File: src/rtl/stopwatch_pkg.sv
`default_nettype none
// ============================================================================
//  Module      : stopwatch_pkg
//  Description : Shared types and constants for the two-digit BCD stopwatch:
//                FSM state encoding, BCD limit and button command priority.
//  Revision    : 1.0 - initial release
// ============================================================================
package stopwatch_pkg;

   // Controller states; 2-bit encoding.
   typedef enum logic [1:0] {
      ST_IDLE  = 2'd0,
      ST_RUN   = 2'd1,
      ST_PAUSE = 2'd2,
      ST_LAP   = 2'd3
   } sw_state_e;

   // Largest legal BCD digit value.
   localparam logic [3:0] BCD_MAX = 4'd9;

   // One command per cycle after priority resolution.
   typedef enum logic [1:0] {
      CMD_NONE       = 2'd0,
      CMD_CLEAR      = 2'd1,
      CMD_START_STOP = 2'd2,
      CMD_LAP        = 2'd3
   } sw_cmd_e;

   // Priority: clear > start_stop > lap; lower-priority pulses are dropped.
   function automatic sw_cmd_e encode_cmd(input logic clear,
                                          input logic start_stop,
                                          input logic lap);
      sw_cmd_e cmd;
      if (clear)           cmd = CMD_CLEAR;
      else if (start_stop) cmd = CMD_START_STOP;
      else if (lap)        cmd = CMD_LAP;
      else                 cmd = CMD_NONE;
      return cmd;
   endfunction

endpackage
`default_nettype wire

File: src/rtl/btn_debounce.sv
`default_nettype none
// ============================================================================
//  Module      : btn_debounce
//  Description : 2-flop synchronizer plus stable-high counter. Emits a single
//                registered press pulse on the DEB_LEN-th consecutive high
//                cycle of the synchronized level; re-arms only after the
//                level has been seen low.
//  Revision    : 1.0 - initial release
// ============================================================================
module btn_debounce
   import stopwatch_pkg::*;
#(
   parameter int unsigned DEB_LEN = 16
) (
   input  logic clk,
   input  logic rst,      // asynchronous, active-low
   input  logic btn,      // raw button, asynchronous to clk
   output logic press     // one-cycle press pulse
);

   localparam int unsigned CNT_W   = 16;
   localparam logic [CNT_W-1:0] CNT_MAX = CNT_W'(DEB_LEN);

   logic             sync1_q, sync2_q;
   logic [CNT_W-1:0] cnt_q, cnt_d;
   logic             press_q, press_d;

   // Stable-high counter saturates at DEB_LEN, which also blocks repeat pulses
   // until the level drops and the counter is cleared.
   always_comb begin
      cnt_d   = cnt_q;
      press_d = 1'b0;
      if (!sync2_q) begin
         cnt_d = '0;
      end else if (cnt_q != CNT_MAX) begin
         cnt_d = cnt_q + CNT_W'(1);
         if (cnt_q == CNT_MAX - CNT_W'(1)) begin
            press_d = 1'b1;
         end
      end
   end

   // Synchronizer, counter and pulse registers.
   always_ff @(posedge clk or negedge rst) begin
      if (!rst) begin
         sync1_q <= 1'b0;
         sync2_q <= 1'b0;
         cnt_q   <= '0;
         press_q <= 1'b0;
      end else begin
         sync1_q <= btn;
         sync2_q <= sync1_q;
         cnt_q   <= cnt_d;
         press_q <= press_d;
      end
   end

   assign press = press_q;

endmodule
`default_nettype wire

File: src/rtl/stopwatch_ctrl.sv
`default_nettype none
// ============================================================================
//  Module      : stopwatch_ctrl
//  Description : Two-digit BCD stopwatch controller. Debounced buttons drive
//                an IDLE/RUN/PAUSE/LAP FSM that sequences a prescaler, a
//                ones/tens BCD counter, a lap register and the display mux.
//  Revision    : 1.0 - initial release
// ============================================================================
module stopwatch_ctrl
   import stopwatch_pkg::*;
#(
   parameter logic [24:0] DIV     = 25'd4,
   parameter int unsigned DEB_LEN = 16
) (
   input  logic       clk,
   input  logic       rst,             // asynchronous, active-low
   input  logic       btn_start_stop,
   input  logic       btn_lap,
   input  logic       btn_clear,
   output logic [3:0] ones,
   output logic [3:0] tens,
   output logic       running,
   output logic       lap_active,
   output logic       overflow
);

   logic press_start_stop, press_lap, press_clear;

   btn_debounce #(.DEB_LEN(DEB_LEN)) u_deb_start_stop (
      .clk   (clk),
      .rst   (rst),
      .btn   (btn_start_stop),
      .press (press_start_stop)
   );

   btn_debounce #(.DEB_LEN(DEB_LEN)) u_deb_lap (
      .clk   (clk),
      .rst   (rst),
      .btn   (btn_lap),
      .press (press_lap)
   );

   btn_debounce #(.DEB_LEN(DEB_LEN)) u_deb_clear (
      .clk   (clk),
      .rst   (rst),
      .btn   (btn_clear),
      .press (press_clear)
   );

   sw_state_e   state_q, state_d;
   logic [24:0] presc_q, presc_d;
   logic [3:0]  live_ones_q, live_ones_d, live_tens_q, live_tens_d;
   logic [3:0]  lap_ones_q, lap_ones_d, lap_tens_q, lap_tens_d;
   logic [3:0]  ones_q, ones_d, tens_q, tens_d;
   logic        running_q, running_d;
   logic        lap_active_q, lap_active_d;
   logic        overflow_q, overflow_d;

   logic        clear_valid;
   sw_cmd_e     cmd;
   logic        counting;
   logic        tick;
   logic        do_clear;

   // Clear only takes part in arbitration where it has an effect (IDLE/PAUSE),
   // so a clear held with start_stop in RUN does not mask the start_stop.
   always_comb begin
      clear_valid = press_clear && ((state_q == ST_PAUSE) || (state_q == ST_IDLE));
      cmd         = encode_cmd(clear_valid, press_start_stop, press_lap);
      state_d     = state_q;
      case (state_q)
         ST_IDLE: begin
            if (cmd == CMD_START_STOP) state_d = ST_RUN;
         end
         ST_RUN: begin
            if (cmd == CMD_START_STOP)   state_d = ST_PAUSE;
            else if (cmd == CMD_LAP)     state_d = ST_LAP;
         end
         ST_LAP: begin
            if (cmd == CMD_LAP)               state_d = ST_RUN;
            else if (cmd == CMD_START_STOP)   state_d = ST_PAUSE;
         end
         ST_PAUSE: begin
            if (cmd == CMD_START_STOP)   state_d = ST_RUN;
            else if (cmd == CMD_CLEAR)   state_d = ST_IDLE;
         end
         default: state_d = ST_IDLE;
      endcase
   end

   // Prescaler, BCD counter and lap capture; the tick is applied even in the
   // cycle the FSM leaves RUN/LAP so no counted period is lost.
   always_comb begin
      counting    = (state_q == ST_RUN) || (state_q == ST_LAP);
      tick        = counting && (presc_q == DIV - 25'd1);
      do_clear    = (state_q == ST_PAUSE) && (cmd == CMD_CLEAR);
      presc_d     = presc_q;
      live_ones_d = live_ones_q;
      live_tens_d = live_tens_q;
      lap_ones_d  = lap_ones_q;
      lap_tens_d  = lap_tens_q;
      overflow_d  = 1'b0;

      if (state_q == ST_IDLE || do_clear) begin
         presc_d = '0;
      end else if (counting) begin
         presc_d = tick ? 25'd0 : presc_q + 25'd1;
      end

      if (do_clear) begin
         live_ones_d = '0;
         live_tens_d = '0;
      end else if (tick) begin
         if (live_ones_q >= BCD_MAX) begin
            live_ones_d = '0;
            if (live_tens_q >= BCD_MAX) begin
               live_tens_d = '0;
               overflow_d  = 1'b1;
            end else begin
               live_tens_d = live_tens_q + 4'd1;
            end
         end else begin
            live_ones_d = live_ones_q + 4'd1;
         end
      end

      if (state_q == ST_RUN && cmd == CMD_LAP) begin
         lap_ones_d = live_ones_q;
         lap_tens_d = live_tens_q;
      end
   end

   // Registered outputs are computed from next-state values so they switch
   // on the same edge as the FSM.
   always_comb begin
      running_d    = (state_d == ST_RUN) || (state_d == ST_LAP);
      lap_active_d = (state_d == ST_LAP);
      if (state_d == ST_LAP) begin
         ones_d = lap_ones_d;
         tens_d = lap_tens_d;
      end else begin
         ones_d = live_ones_d;
         tens_d = live_tens_d;
      end
   end

   // State, datapath and output registers.
   always_ff @(posedge clk or negedge rst) begin
      if (!rst) begin
         state_q      <= ST_IDLE;
         presc_q      <= '0;
         live_ones_q  <= '0;
         live_tens_q  <= '0;
         lap_ones_q   <= '0;
         lap_tens_q   <= '0;
         ones_q       <= '0;
         tens_q       <= '0;
         running_q    <= 1'b0;
         lap_active_q <= 1'b0;
         overflow_q   <= 1'b0;
      end else begin
         state_q      <= state_d;
         presc_q      <= presc_d;
         live_ones_q  <= live_ones_d;
         live_tens_q  <= live_tens_d;
         lap_ones_q   <= lap_ones_d;
         lap_tens_q   <= lap_tens_d;
         ones_q       <= ones_d;
         tens_q       <= tens_d;
         running_q    <= running_d;
         lap_active_q <= lap_active_d;
         overflow_q   <= overflow_d;
      end
   end

   assign ones       = ones_q;
   assign tens       = tens_q;
   assign running    = running_q;
   assign lap_active = lap_active_q;
   assign overflow   = overflow_q;

endmodule
`default_nettype wire

File: config.mk
export PLATFORM = sky130hd
export DESIGN_NAME = stopwatch_ctrl
export DESIGN_NICKNAME = d
export VERILOG_FILES = /design/src/rtl/stopwatch_pkg.sv /design/src/rtl/btn_debounce.sv /design/src/rtl/stopwatch_ctrl.sv
export SDC_FILE = /design/constraint.sdc
export NUM_CORES = 1
export LEC_CHECK = 0
export ABC_AREA = 1
export CORE_MARGIN = 5
export CORE_UTILIZATION = 47
export CTS_BUF_LIST = sky130_fd_sc_hd__clkbuf_8
export CTS_CLUSTER_DIAMETER = 40
export DETAILED_ROUTE_END_ITERATION = 6
export GPL_ROUTABILITY_DRIVEN = 0
export HOLD_SLACK_MARGIN = 0.08
export MAX_ROUTING_LAYER = met4
export PLACE_DENSITY = 0.66
export SLEW_MARGIN = 20
export SYNTH_ARGS = -nofsm -noshare
export SYNTH_HDL_FRONTEND = slang
export SYNTH_HIERARCHICAL = 1
export SYNTH_SLANG_ARGS = --single-unit
export TNS_END_PERCENT = 20
File: constraint.sdc
create_clock -name clk -period 1.36 [get_ports clk]
set_input_delay 0.272 -clock clk [delete_from_list [all_inputs] [get_ports clk]]
set_output_delay 0.272 -clock clk [all_outputs]
set_load 0.02 [all_outputs]
Word-level counts from Yosys, hierarchy flattened --
Index checks and enable logic that the tools add are counted.
Storage, ports and cells: input bits 5, register bits 111, memory bits (read-only) 0, output and inout port bits 11, latch bits 0, word-level logic and storage cells 103, memories kept 0, RAM bits 0
Cells by class: eq/ne operators 18, divide/modulo/power cells 0, bitwise logic cells 0, reductions and logical operators 10, $mul 0, muxes and demuxes 44, add/sub/neg operators 6, shift operators 0, order comparisons 2
Operators with widths (number):
- 16-bit two-way mux | 6
- 25-bit two-way mux | 3
- 16-bit by 1-bit adder with 16-bit output, second input constant | 3
- 16-bit by 4-bit == test with 1-bit output, second input constant | 3
- 16-bit by 5-bit != test with 1-bit output, second input constant | 3
- 4-bit two-way mux | 11
- 25-bit by 1-bit adder with 25-bit output, second input constant | 1
- 25-bit by 2-bit == test with 1-bit output, second input constant | 1
- 2-bit two-way mux | 10
- 1-bit two-way mux | 13
- 2-bit == test, second input constant | 5
- 4-bit by 1-bit adder with 4-bit output, second input constant | 2
- 4-bit >= comparator, second input constant | 2
- 2-bit one-hot mux with 4 select lines | 1
- 2-bit by 1-bit == test with 1-bit output, second input constant | 3
- 2-bit != test, second input constant | 3
- 1-bit logical AND | 4
- 1-bit logical OR | 4
- 2-bit zero test | 1
- 2-bit nonzero test | 1

Depth between registers and ports, before layout --
Gate-level depths: netlist of run 1.
depth after elaboration 10, depth in mapped cells 11, gate-level depth less buffers 11

Modules after synthesis --
Netlist of run 1, hierarchy kept.
By module, submodules not included:
- stopwatch_ctrl | area an instance 3118.0 µm², times used 1, cells an instance 429, seq. area each 1351.3 µm²
- btn_debounce | area an instance 1016.0 µm², times used 3, cells an instance 134, seq. area each 475.5 µm²

Worst setup path before layout of run 1 --
OpenSTA, ideal clock, no wires.
path kind register -> register, start point register presc_q[0], end point register presc_q[21], library setup time 117 ps, buffers on the path 1, required time 1243 ps, stages on the path, launching flop included 12, arrival 1395 ps, setup slack -152 ps, period minus slack after synthesis 1512 ps, cell sequence dfrtp_1 ha_1 nand2_1 nor2_1 nand2_1 nor2_4 nand2_4 nand2_8 inv_4 buf_6 nand3_1 nand2_1
Between the ends: cells in the longest elaborated chain, start to end 5, elaborated cells between the ends (all ways) 6, classes of those cells add/sub: 1; eq/ne: 1; mux: 3; reduce/logical: 1
RTL lines:
- from (decl) | RTL line stopwatch_ctrl.sv:51 | logic [24:0] presc_q, presc_d;
- from (signal assigned) | RTL line stopwatch_ctrl.sv:163 | presc_q <= presc_d;
- parallel branches: the longest is 2 deep, another holds 25-bit by 1-bit adder with 25-bit output
- 25-bit two-way mux * | RTL line stopwatch_ctrl.sv:107 | presc_d = tick ? 25'd0 : presc_q + 25'd1;
- 25-bit two-way mux * | RTL line stopwatch_ctrl.sv:106 | end else if (counting) begin
- 25-bit two-way mux * | RTL line stopwatch_ctrl.sv:104 | if (state_q == ST_IDLE || do_clear) begin
Mark *: on every way between the ends. The select of a mux whose other input is x is not followed. A chain may end at the register's enable or synchronous reset.

Worst setup path after layout of run 1 --
start point register presc_q[0], end point register presc_q[10]
The elaborated chain is that of the path after synthesis.

==> impl_metrics.py, run 1 <==
metrics = {
    "layout": {
        "final_nets": 962,
        "fillers": 1177,
        "drive_gt1_share_pct": 23.1,
        "num_antenna_cells": 0,
        "utilization_pct": 60.7,
        "syn2layout_area_growth_pct": 25.2,
    },
    "logic_synthesis": {
        "synth_fp_nets": 849,
        "netlist_area_sq_um": 6170,
        "syn_area_per_cell_sq_um": 7.42,
        "synth_area_leaders": "dfrtp_1, nand2_1, nor2_1",
        "synth_top_area_share_pct": 45.0,
        "synth_top_area_cell": "dfrtp_1",
        "ys_seq_area_share_pct": 45.0,
        "synthDistinctLibCells": 36,
        "yosys_warnings": 6,
        "synth-seq-cells": 111,
        "syn_inst": 831,
    },
    "critical_path": {
        "crit_path_start_kind": "register",
        "end_kind": "register",
        "worstPathArrival_ns": 1.89,
        "worst_ep_required_time_ns": 1.64,
        "cpMaxStageDelayCell": "dfrtp_1",
        "max_stage_delay_ns": 0.43,
        "crit_buf_inv": 1,
        "path_cells": "ha_4 > nand2_2 > nor2_1 > nand2_1 > nor2_4 > nand2_4 > nand2_8 > buf_4 > o22ai_1",
        "worstPathMaxFanout": 7,
        "cp_top_family": "simple AND/OR/NAND/NOR gates",
        "path_class": "reg -> reg",
        "r2r_slack_ns": -0.24,
    },
    "sta": {
        "fmax_ghz": 0.624,
        "finalClockSkew_ns": 0.0187,
        "worst_slack_ns": -0.243,
        "tightest_slew_ns": 0.446,
        "slew_headroom_pct": 70.3,
        "setup_viol": 43,
        "period_needed_ns": 1.60,
        "fin_crit_sh_pct": 118,
        "fin_tns_setup_ns": -8.23,
        "hold-worst-slack_ns": 0.216,
        "rsz0062_at_grt": "yes",
        "hold_violations": 0,
        "slew_violations": 0,
    },
    "global_route": {
        "grt-busiest-layer": "met2",
        "first_global_vias": 5426,
        "grt.overflow.total": 0,
        "gr-usage-all-layers_pct": 19.0,
        "grt_use_met2_pct": 31.2,
        "grt_max_degree": 65,
        "antenna_found_initial": 0,
        "grt_use_met1_pct": 24.2,
        "grtUsageMet3_pct": 3.47,
        "grt_pass1_wl_microns": 24300,
    },
    "pwr": {
        "peakVddDrop_v": 0.000799,
        "internal_power_w": 0.00431,
        "pwr-share-comb_pct": 3.6,
        "switching_share_pct": 23.6,
        "clock_power_share_pct": 36.5,
        "p_per_area_nw_per_um2": 730,
        "p_leak_nw": 3.55,
        "p_sw_w": 0.00133,
        "seq_power_share_pct": 60.0,
    },
    "hold_path": {
        "hp-class": "in -> async",
    },
    "routing": {
        "drc_errors": 0,
        "vias": 5677,
        "ant_nets": 0,
        "wire_per_inst_microns": 12.8,
        "via_per_inst": 5.06,
        "wirelength_microns": 14300,
        "firstDrtPassIters": 5,
        "drtIter0Drc": 362,
    },
    "cts": {
        "tritoncts": "done",
        "cts_buffers": 9,
        "insertion_delay_ns": 0.39,
        "htreeDepth": 3,
        "cts-root-buf": "clkbuf_8",
        "cts.sinks": 111,
        "clk_pin_slew_ns": 0.10,
        "cts_buffer_depth": 2,
    },
    "floorplan": {
        "num_rows": 41,
        "die_w_microns": 125,
        "initial_core_util_pct": 48.5,
        "die_h_microns": 125,
        "die-area_sq_um": 15500,
        "core_area_sq_um": 12700,
        "io_pins": 16,
    },
    "status": {
        "status": "finished with violations",
        "violations": "setup timing",
    },
    "flow_run": {
        "drv_cap": 0,
    },
    "placed_design": {
        "io_buffers": 15,
        "dp_hpwl_microns": 10500,
    },
}
==> layout make-up <==
type | instances | area, sq um | share of cell area (%)
multi-input cells | 618 | 3240 | 41.9
flip-flops and latches | 111 | 2780 | 36.0
repair buffers | 112 | 912 | 11.8
inverters | 91 | 359 | 4.65
well taps | 172 | 215 | 2.79
clock buffers | 10 | 138 | 1.78
clock inverters | 6 | 67.6 | 0.875
repair inverters | 1 | 8.76 | 0.113
==> placed cells by master (no fill, tap or decap), types with 4 or more instances in the layout <==
cell type / instances
buf_4: 93
nand2_2: 16
clkbuf_8: 10
xor2_1: 12
inv_2: 11
a21oi_1: 19
ha_1: 9
nand4_1: 23
nor2_4: 16
nand3_2: 10
clkdlybuf4s15_1: 10
o21ai_2: 5
inv_1: 77
dfrtp_2: 4
nand2_4: 6
o21ai_0: 17
nor2_1: 128
nor3_1: 11
nor2_2: 18
a31oi_1: 6
nand3b_1: 5
dfrtp_1: 107
nand2_1: 218
o21ai_1: 26
nand3_1: 47
==> kinds of logic after synthesis <==
kind of cell               count (synthesis)  share of synthesized area [%]
and+or+nand+nor                          506                           36.2
xor gates and xnor gates                  13                           1.85
AOI/OAI and AO/OA                         86                           7.59
buffers and inverters                    102                           6.68
adders and majority gates                 13                           2.64
DFF                                      111                           45.0
==> registers in the layout, summed over array words and instances, names as in the netlist, 2 cells and up <==
signal	count
tens	4
live_ones_q	4
lap_ones_q	4
state_q	2
presc_q	25
u_deb_start_stop/cnt_q	16
ones	4
live_tens_q	4
u_deb_lap/cnt_q	16
u_deb_clear/cnt_q	16
lap_tens_q	4
==> power groups by stage <==
| stage | sequential (W) | clock [W] | combinational [W] |
|---|---|---|---|
| final | 0.00338 | 0.00205 | 0.000202 |
| after global routing | 0.00338 | 0.00225 | 0.000236 |
| after CTS | 0.00337 | 0.00212 | 0.000204 |
| after detailed placement | 0.00344 | 0 | 0.000202 |
| after global placement | 0.00343 | 0 | 0.000192 |
| after floorplan | 0.00342 | 0 | 0.0000918 |
==> Yosys cell counts <==
master      n
a21oi_1    22
a31oi_1     6
and3_1      1
buf_2       3
buf_4       4
buf_6       1
clkbuf_1    3
dfrtp_1   111
ha_1       13
inv_1      78
inv_2      12
inv_4       1
nand2_1   230
nand2_2     9
nand2_4     1
nand2_8     1
nand3_1    51
nand3_2     6
nand3b_1    5
nand4_1    23
nor2_1    142
nor2_2     14
nor2_4      6
nor3_1     13
nor4_1      3
o211ai_1    1
o211ai_2    1
o21a_1      2
o21ai_0    29
o21ai_1    18
o21ai_2     1
o21bai_1    3
o22ai_1     3
or2_2       1
xnor2_1     1
xor2_1     12
==> layer usage <==
metal  wire, microns  up-vias
li1                -     2884
met1            6540     2681
met2            7150       90
met3             424       22
met4             230        0
met5               0        -
==> stage by stage <==
step	area [sq um]	setup WS [ns]	power (W)	instances
2_1_floorplan	6170	-0.145	0.00351	831
5_1_grt	7720	-0.356	0.00587	1121
3_5_place_dp	7170	-0.293	0.00364	1098
3_3_place_gp	7170	-0.230	0.00363	1098
4_1_cts	7490	-0.242	0.00570	1117
6_report	7720	-0.243	0.00563	1121
==> worst register-to-register path, cell delays in order, from the launching register on <==
cell and delay, ns:
dfrtp_1 0.43, ha_4 0.18, nand2_2 0.04, nor2_1 0.11
nand2_1 0.09, nor2_4 0.15, nand2_4 0.14, nand2_8 0.15
buf_4 0.15, o22ai_1 0.07
==> path summary, 6_finish.rpt <==
path	startpoint	to	cells past startpoint
setup / recovery	presc_q[0]$_DFFE_PN0P_	presc_q[10]$_DFFE_PN0P_	9
setup reg to reg	presc_q[0]$_DFFE_PN0P_	presc_q[10]$_DFFE_PN0P_	9
hold reg to reg	u_deb_start_stop/sync1_q$_DFF_PN0_	u_deb_start_stop/sync2_q$_DFF_PN0_	0
max in group asynchronous	rst	u_deb_start_stop/cnt_q[3]$_DFFE_PN0P_	3
min in group clk	btn_lap	u_deb_lap/sync1_q$_DFF_PN0_	1
hold / removal	rst	presc_q[16]$_DFFE_PN0P_	2
==> what timing repair did <==
item                                    4_1_cts  5_1_grt
gates cloned                                  0        1
pin swaps                                     6       19
hold buffers                                  1        0
resized for setup                            45       65
setup buffers                                 2        3
endpoints found under the setup margin       64       83
endpoints found under the hold margin       111        0
No activity file was read; power rests on OpenSTA's default activity.
==> run 2, diff against run 1 <==
--- a/config.mk
+++ b/config.mk
@@ -6,6 +6,7 @@
 export NUM_CORES = 1
 export LEC_CHECK = 0
 export ABC_AREA = 1
+export CAP_MARGIN = 5
 export CORE_MARGIN = 5
 export CORE_UTILIZATION = 47
 export CTS_BUF_LIST = sky130_fd_sc_hd__clkbuf_8
==> results of run 2 <==
Same layout as run 1: the final DEF is identical, and so are final timing and power.
